File: config.mk
export PLATFORM = sky130hd
export DESIGN_NAME = tdm_demux_rx
export DESIGN_NICKNAME = d
export VERILOG_FILES = /design/src/rtl/tdm_pkg.sv /design/src/rtl/tdm_slot_ctr.sv /design/src/rtl/tdm_demux_rx.sv
export SDC_FILE = /design/constraint.sdc
export NUM_CORES = 1
export LEC_CHECK = 0
export CAP_MARGIN = 10
export CELL_PAD_IN_SITES_DETAIL_PLACEMENT = 1
export CELL_PAD_IN_SITES_GLOBAL_PLACEMENT = 1
export CORE_MARGIN = 1.5
export CORE_UTILIZATION = 35
export DETAILED_ROUTE_END_ITERATION = 16
export DONT_BUFFER_PORTS = 1
export PLACE_DENSITY = 0.64
export SYNTH_ARGS = -nofsm -noshare
export SYNTH_HDL_FRONTEND = slang
export SYNTH_SLANG_ARGS = --single-unit
File: constraint.sdc
create_clock -name clk -period 3.7 [get_ports clk]
set_input_delay 0.74 -clock clk [delete_from_list [all_inputs] [get_ports clk]]
set_output_delay 0.74 -clock clk [all_outputs]
set_load 0.01 [all_outputs]
File: src/rtl/tdm_pkg.sv
// Shared types and constants for the TDM receive demultiplexer.
// Optional parity checking is enabled with the TDM_DEMUX_PARITY_EN macro.
package tdm_pkg;

  localparam int DATA_W_DEF = 8;
  localparam int NUM_CH_DEF = 4;
  localparam int ERR_W      = 8;
  localparam logic [ERR_W-1:0] ERR_SAT = '1;

  typedef enum logic {
    HUNT = 1'b0,
    RECV = 1'b1
  } tdm_state_e;

  // Adds up to two error pulses in one cycle, clamping at ERR_SAT.
  function automatic logic [ERR_W-1:0] err_add(input logic [ERR_W-1:0] cnt,
                                               input logic [1:0]       n);
    logic [ERR_W:0] sum;
    sum = {1'b0, cnt} + {{(ERR_W-1){1'b0}}, n};
    if (sum[ERR_W]) return ERR_SAT;
    return sum[ERR_W-1:0];
  endfunction

endpackage

File: src/rtl/tdm_slot_ctr.sv
// Slot counter for the TDM receiver: loads 1 on an accepted SOF,
// advances on data beats and wraps to 0 after the last slot.
module tdm_slot_ctr #(
  parameter int NUM_CH = 4,
  parameter int CH_W   = $clog2(NUM_CH)
) (
  input  logic            clk,
  input  logic            rst_n,
  input  logic            load_one,
  input  logic            inc,
  output logic [CH_W-1:0] slot,
  output logic            is_last
);

  localparam logic [CH_W-1:0] LAST = CH_W'(NUM_CH - 1);

  assign is_last = (slot == LAST);

  always_ff @(posedge clk or negedge rst_n) begin
    if (!rst_n) begin
      slot <= '0;
    end else if (load_one) begin
      slot <= CH_W'(1);
    end else if (inc) begin
      slot <= is_last ? '0 : slot + CH_W'(1);
    end
  end

endmodule

File: src/rtl/tdm_demux_rx.sv
// TDM receive demultiplexer: locks on SOF, buffers one frame in a shadow
// register and commits it atomically. Define TDM_DEMUX_PARITY_EN for parity.
module tdm_demux_rx
  import tdm_pkg::*;
#(
  parameter int DATA_W = DATA_W_DEF,
  parameter int NUM_CH = NUM_CH_DEF,
  localparam int CH_W  = $clog2(NUM_CH)
) (
  input  logic                     clk,
  input  logic                     rst_n,
  input  logic                     in_valid,
  input  logic                     in_sof,
  input  logic [DATA_W-1:0]        in_data,
`ifdef TDM_DEMUX_PARITY_EN
  input  logic                     in_parity,
  output logic                     parity_err,
`endif
  output logic [NUM_CH*DATA_W-1:0] out_data,
  output logic                     frame_valid,
  output logic                     locked,
  output logic                     sync_err,
  output logic [ERR_W-1:0]         err_cnt
);

  // Handshake: a beat is consumed whenever in_valid is high; there is no
  // backpressure. frame_valid/sync_err are single-cycle pulses, one cycle
  // after the beat that caused them.

  tdm_state_e              state, state_nx;
  logic [DATA_W-1:0]       shadow [NUM_CH];
  logic [CH_W-1:0]         slot;
  logic                    is_last;
  logic                    wr_en, load_one, inc, commit_beat, commit, err_sync;
  logic [CH_W-1:0]         wr_idx;
  logic [1:0]              err_n;
  logic [NUM_CH*DATA_W-1:0] frame_merged;

  tdm_slot_ctr #(.NUM_CH(NUM_CH), .CH_W(CH_W)) u_slot_ctr (
    .clk      (clk),
    .rst_n    (rst_n),
    .load_one (load_one),
    .inc      (inc),
    .slot     (slot),
    .is_last  (is_last)
  );

  always_ff @(posedge clk or negedge rst_n) begin
    if (!rst_n) state <= HUNT;
    else        state <= state_nx;
  end

  always_comb begin
    state_nx = state;
    if (in_valid) begin
      case (state)
        HUNT:    if (in_sof) state_nx = RECV;
        RECV:    if (!in_sof && slot == '0) state_nx = HUNT;
        default: state_nx = HUNT;
      endcase
    end
  end

  // An SOF always restarts the frame at slot 0; only a SOF seen mid-frame
  // is an error, and a non-SOF where slot 0 is due drops lock.
  always_comb begin
    wr_en       = 1'b0;
    load_one    = 1'b0;
    inc         = 1'b0;
    commit_beat = 1'b0;
    err_sync    = 1'b0;
    if (in_valid) begin
      case (state)
        HUNT: begin
          if (in_sof) begin
            wr_en    = 1'b1;
            load_one = 1'b1;
          end
        end
        RECV: begin
          if (in_sof) begin
            wr_en    = 1'b1;
            load_one = 1'b1;
            err_sync = (slot != '0);
          end else if (slot == '0) begin
            err_sync = 1'b1;
          end else begin
            wr_en       = 1'b1;
            inc         = 1'b1;
            commit_beat = is_last;
          end
        end
        default: ;
      endcase
    end
  end

  assign wr_idx = load_one ? '0 : slot;
  assign locked = (state == RECV);

  always_comb begin
    frame_merged = '0;
    for (int k = 0; k < NUM_CH; k++) begin
      frame_merged[k*DATA_W +: DATA_W] = shadow[k];
    end
    frame_merged[(NUM_CH-1)*DATA_W +: DATA_W] = in_data;
  end

`ifdef TDM_DEMUX_PARITY_EN
  logic bad_par, poison;

  assign bad_par = wr_en && ((^in_data) != in_parity);
  assign commit  = commit_beat && !(poison || bad_par);
  assign err_n   = {1'b0, err_sync} + {1'b0, bad_par};

  // A poisoned frame keeps counting slots but is never committed.
  always_ff @(posedge clk or negedge rst_n) begin
    if (!rst_n) begin
      poison     <= 1'b0;
      parity_err <= 1'b0;
    end else begin
      parity_err <= bad_par;
      if (load_one)  poison <= bad_par;
      else if (inc)  poison <= is_last ? 1'b0 : (poison || bad_par);
    end
  end
`else
  assign commit = commit_beat;
  assign err_n  = {1'b0, err_sync};
`endif

  always_ff @(posedge clk or negedge rst_n) begin
    if (!rst_n) begin
      for (int k = 0; k < NUM_CH; k++) shadow[k] <= '0;
      out_data    <= '0;
      frame_valid <= 1'b0;
      sync_err    <= 1'b0;
      err_cnt     <= '0;
    end else begin
      if (wr_en) shadow[wr_idx] <= in_data;
      if (commit) out_data <= frame_merged;
      frame_valid <= commit;
      sync_err    <= err_sync;
      err_cnt     <= err_add(err_cnt, err_n);
    end
  end

endmodule

== Yosys cells after proc, flatten, opt, wreduce, memory -nomap -nowiden ==
Cells that the tools add are included.

* Add/subtract/negate cells: 2
* $lt $le $gt $ge: 2
* Eq/ne operators: 1
* Mux-type cells: 29
* Bitwise operators: 2
* Reduce and logical (&&, ||, !) cells: 6

{| class="wikitable"
|+ Operators by type and width
! cell !! count
|-
| $bwmux 32 || 1
|-
| $mux 8 || 3
|-
| $mux 1 || 18
|-
| $demux 8 s2 || 1
|-
| $add 8x1->9 || 1
|-
| $mux 2 || 4
|-
| $pmux 1 s2 || 2
|-
| $reduce_bool 2->1 || 2
|-
| $ge 3x3->1 const B || 1
|-
| $lt 3x1->1 const B || 1
|-
| $not 2->3 || 1
|-
| $add 2x1->2 const B || 1
|-
| $eq 2x2->1 const B || 1
|-
| $logic_and 1x1->1 || 2
|-
| $logic_not 2->1 || 1
|-
| $logic_not 1->1 || 1
|-
| $not 1->1 || 1
|}

* Register bits after elaboration: 77
* Input bits: 12
* Output and inout port bits: 43
* Word-level logic and storage cells: 52

== Depth between registers and ports, before layout ==
* Depth after elaboration: 9
* Mapped depth: 10
* Mapped depth without buffers: 10

== By module ==
A second synthesis with hierarchy kept.

* Cells, all modules: 177
* Area total of the unflattened synthesis: 2,750.1 um^2

{| class="wikitable"
|+ Modules (own cells, without submodules)
! module !! instances !! cells an instance !! area an instance (um^2) !! sequential area each (um^2)
|-
| tdm_demux_rx || 1 || 169 || 2,655.0 || 1,676.6
|-
| tdm_slot_ctr || 1 || 8 || 95.1 || 50.0
|}

== Worst setup path before layout ==
Ideal clock, no wire load.

* Kind: input to register
* From: input port in_sof
* To: register err_cnt[6]
* Library setup time: 0.148 ns
* Arrival time: 2.111 ns
* Required time: 3.552 ns
* Path slack: 1.441 ns
* Stages on the path: 8
* Path buffers: 0
* Cells stage by stage: inv_1 ha_1 and3_2 ha_1 ha_1 and3_1 a31oi_1 a41oi_1

* Word-level cells in the longest chain between the ends: 6

{| class="wikitable"
|+ Ends and longest elaborated chain
! item !! line !! source
|-
| from (decl) || tdm_demux_rx.sv:13 || <nowiki>input logic in_sof,</nowiki>
|-
| $mux 1 (*) || tdm_demux_rx.sv:81 || <nowiki>if (in_sof) begin</nowiki>
|-
| $mux 1 (*) || tdm_demux_rx.sv:73 || <nowiki>case (state)</nowiki>
|-
| $mux 1 (*) || tdm_demux_rx.sv:72 || <nowiki>if (in_valid) begin</nowiki>
|-
| net err_sync || tdm_demux_rx.sv:34 || <nowiki>logic wr_en, load_one, inc, commit_beat, commit, err_sync;</nowiki>
|-
| $add 8x1->9 (*) || tdm_pkg.sv:19 || <nowiki>sum = {1'b0, cnt} + {{(ERR_W-1){1'b0}}, n};</nowiki>
|-
| $mux 1 || tdm_pkg.sv:20 || <nowiki>if (sum[ERR_W]) return ERR_SAT;</nowiki>
|-
| $mux 8 (*) || tdm_pkg.sv:21 || <nowiki>return sum[ERR_W-1:0];</nowiki>
|-
| to (signal assigned) || tdm_demux_rx.sv:144 || <nowiki>err_cnt <= err_add(err_cnt, err_n);</nowiki>
|-
| to (decl) || tdm_demux_rx.sv:23 || <nowiki>output logic [ERR_W-1:0] err_cnt</nowiki>
|}

The timed path passes the listed nets; every way through them passes the cells marked *.
A chain may end at the register's enable or synchronous reset.

== Worst setup path in the final report ==
* From: register u_slot_ctr.slot[0]
* To: register err_cnt[6]

* Word-level cells in the longest chain between the ends: 8
* Elaborated cells on any way between the ends: 9
* Classes of those cells: 1 x add/sub; 6 x mux; 2 x reduce/logical

{| class="wikitable"
|+ Ends and longest elaborated chain
! item !! line !! source
|-
| from (decl) || tdm_slot_ctr.sv:11 || <nowiki>output logic [CH_W-1:0] slot,</nowiki>
|-
| from (signal assigned) || tdm_slot_ctr.sv:25 || <nowiki>slot <= is_last ? '0 : slot + CH_W'(1);</nowiki>
|-
| $logic_not 2->1 || tdm_demux_rx.sv:85 || <nowiki>end else if (slot == '0) begin</nowiki>
|-
| $mux 1 || tdm_demux_rx.sv:85 ||
|-
| $mux 1 (*) || tdm_demux_rx.sv:81 ||
|-
| $mux 1 (*) || tdm_demux_rx.sv:73 ||
|-
| $mux 1 (*) || tdm_demux_rx.sv:72 ||
|-
| net err_sync || tdm_demux_rx.sv:34 ||
|-
| $add 8x1->9 (*) || tdm_pkg.sv:19 ||
|-
| $mux 1 || tdm_pkg.sv:20 ||
|-
| $mux 8 (*) || tdm_pkg.sv:21 ||
|}

Marked as above.

==> flow_summary.json <==
{
  "status": "finished, final reports clean",
  "min_period_over_period_pct": 66.8,
  "synth_edf_count": 0,
  "drive_gt1_share_pct": 42.0,
  "grt.overflow.total": 0,
  "holdBufCountCts": 0,
  "crit_chain": "inv_1, ha_1, inv_1, ha_1, and3_2, ha_1, ha_1, and3_1, a31oi_1, a41oi_1",
  "viasPerCell": 5.08,
  "wirelength_mm": 5.62,
  "worstSkewPairLatency_ns": 0.33,
  "yosys_warnings": 0,
  "r2r_cells": 10,
  "grt_start_max_net_pins": 70,
  "ys_top_cells_by_count": "dfrtp_1, mux2_2, ha_1",
  "synth-async-reset-ratio_pct": 100,
  "cts_root_buf": "clkbuf_8",
  "synth_area_leaders": "dfrtp_1, mux2_2, ha_1",
  "numCtsBuffers": 9,
  "final_max_slew_viol_count": 0,
  "grt_usage_pct": 14.2,
  "timing.hold.ws_ns": 0.104,
  "synthesis.instances": 182,
  "worstSetupPathType": "register to register",
  "period_needed_ns": 2.47,
  "port_buffers": 0,
  "setup_viol": 0,
  "gp_congestion": 0.733,
  "synth_area_leader_cell": "dfrtp_1",
  "synth_compound_area_share_pct": 3.48,
  "placed_area_sq_mm": 0.00289,
  "synth_top_family_by_area": "multiplexers",
  "htreeDepth": 3,
  "coreArea_sq_mm": 0.00773,
  "vdd_drop_max_uv": 367,
  "cp_slowest_stage_delay_ns": 0.47,
  "critPathMaxFanout": 5,
  "synth.most_common_cell": "dfrtp_1",
  "start_util_pct": 36.3,
  "area_growth_pct": 10.7,
  "preCtsSetupSlack_ns": 1.24,
  "ioPinCount": 55,
  "p_per_area_mw_per_mm2": 825,
  "crit_start": "u_slot_ctr.slot[0]$_DFFE_PN0P_",
  "synthSimpleGateAreaFrac_pct": 6.60,
  "cts_tree": "built",
  "r2r_end": "err_cnt[6]$_DFF_PN0_",
  "diodes": 0,
  "reg2reg_slack_ns": 1.23,
  "detail_route.wl_per_cell_um": 19.1,
  "drcViolationCount": 0,
  "drtPass1Iterations": 4,
  "worst_ep_arrival_time_ns": 2.66,
  "die_h_um": 92.5,
  "cp.required_ns": 3.88,
  "synthMuxAreaShare_pct": 23.0,
  "num_rows": 32,
  "synth_area_per_cell_sq_um": 15.4,
  "cp-end-kind": "register",
  "ys_seq_elements": 69,
  "setup_ws_ns": 1.23,
  "die_area_sq_mm": 0.00856,
  "worst_pin_slew_ns": 0.662,
  "antenna_found_initial": 0,
  "path_clk_slew_ns": 0.07,
  "r2r-start": "u_slot_ctr.slot[0]$_DFFE_PN0P_",
  "synthAdderAreaFrac_pct": 2.68,
  "ys_seq_area_share_pct": 61.6,
  "synthXorXnorAreaFrac_pct": 0.312,
  "die_w_um": 92.5,
  "grt_pass1_vias": 1699,
  "clock.fmax_mhz": 405,
  "hp-class": "primary input to asynchronous set/reset pin",
  "design_area_sq_mm": 0.00311,
  "syn-cell-area_sq_mm": 0.00281,
  "startpoint_type": "register",
  "synth_fp_nets": 200,
  "rsz0062_at_grt": "false",
  "cts_max_path_buffers": 2,
  "postCtsSetupBuffers": 0,
  "routed-via-count": 1500,
  "synth-main-ff-cell": "dfrtp_1",
  "report.final.hold_viol_count": 0,
  "synth_cell_types": 30,
  "yosysTopAreaCellShare_pct": 61.6,
  "dp_hpwl_mm": 3.84,
  "antenna_left": 0,
  "post_cts_resized": 0,
  "grt_pass1_wl_mm": 9.14,
  "drv_cap": 0,
  "total_power_uw": 2560,
  "path_common_cell": "ha_1",
  "nets": 207,
  "drt_iter0_markers": 26,
  "cp_slowest_cell": "dfrtp_1",
  "leakage_uw": 0.00142,
  "relSlewSlack_pct": 55.7,
  "finalClockSkew_ns": 0.00902,
  "setup_tns_ns": 0,
  "cts_sinks": 69
}
-- layout make-up --
cell class / count / area [sq um]
tap: 102 / 128
inverter: 5 / 18.8
timing repair buffer: 1 / 7.51
sequential: 69 / 1730
multi-input combinational: 103 / 1010
clock inverter: 6 / 88.8
fill: 770 / 4620
clock buffer: 9 / 124
-- per-layer routing --
layer  part of all wire, %  GRT usage, %
met1                    40          16.4
met2                    55          24.9
met3                   3.8          3.04
met4                   1.5          6.92
met5                     0             0
-- cells in the final DEF, fill, tap and decap left out, types with 2 or more instances in the layout --
cell        netlist  layout
nor2_1            2       2
and3_2            2       2
mux2_2           56      56
nand2b_1          2       2
a31oi_1           3       3
a41oi_1           2       2
clkinvlp_4        0       2
o21ai_0           3       3
and3_1            2       2
bufinv_16         0       2
inv_1             5       5
nand2_1           5       5
nand3_4           2       2
dfrtp_1          69      69
ha_1              6       6
clkbuf_8          1       9
a21oi_1           4       4
and4_1            2       2
-- power by group --
group	switching [uW]	internal, uW	leakage [uW]
clock network	282	376	0.000101
registers	339	1070	0.000861
logic	186	307	0.000453
-- flip-flops by register name, summed over array words and instances, names as in the netlist --
register	flops
frame_valid	1
sync_err	1
out_data	32
locked	1
u_slot_ctr.slot	2
err_cnt	8
frame_merged	24
-- stage by stage --
step | instances | utilization (%)
after floorplan | 182 | -
after global placement | 280 | 37.4
after detailed placement | 280 | 37.4
after CTS | 295 | 40.2
after global routing | 295 | 40.2
final | 295 | 40.2
-- worst max-delay path by stage --
stage          depth (start not counted)  slack, ns              endpoint
2_1_floorplan                          8       1.44  err_cnt[6]$_DFF_PN0_
3_3_place_gp                           8       1.39  err_cnt[6]$_DFF_PN0_
3_5_place_dp                          10       1.24  err_cnt[6]$_DFF_PN0_
4_1_cts                               10       1.24  err_cnt[6]$_DFF_PN0_
5_1_grt                               10       1.04  err_cnt[6]$_DFF_PN0_
6_report                              10       1.23  err_cnt[6]$_DFF_PN0_
-- logic make-up (layout without fill, tap and decap cells) --
kind of cell             count (synthesis)  in the layout
flip-flops                              69             69
multiplexers                            57             57
AND/OR/NAND/NOR                         24             24
AO/OA/AOI/OAI                           15             15
buffers and inverters                   10             21
adder cells (fa/ha/maj)                  6              6
XOR/XNOR                                 1              1
-- critical path: cells and delay by family (launching register included) --
family	cells	cell delay [ns]
fa+ha+maj	4	0.92
flops	1	0.47
simple gates	2	0.47
compound gates	2	0.26
buf+inv	2	0.23
(Power assumes the default switching activity.)
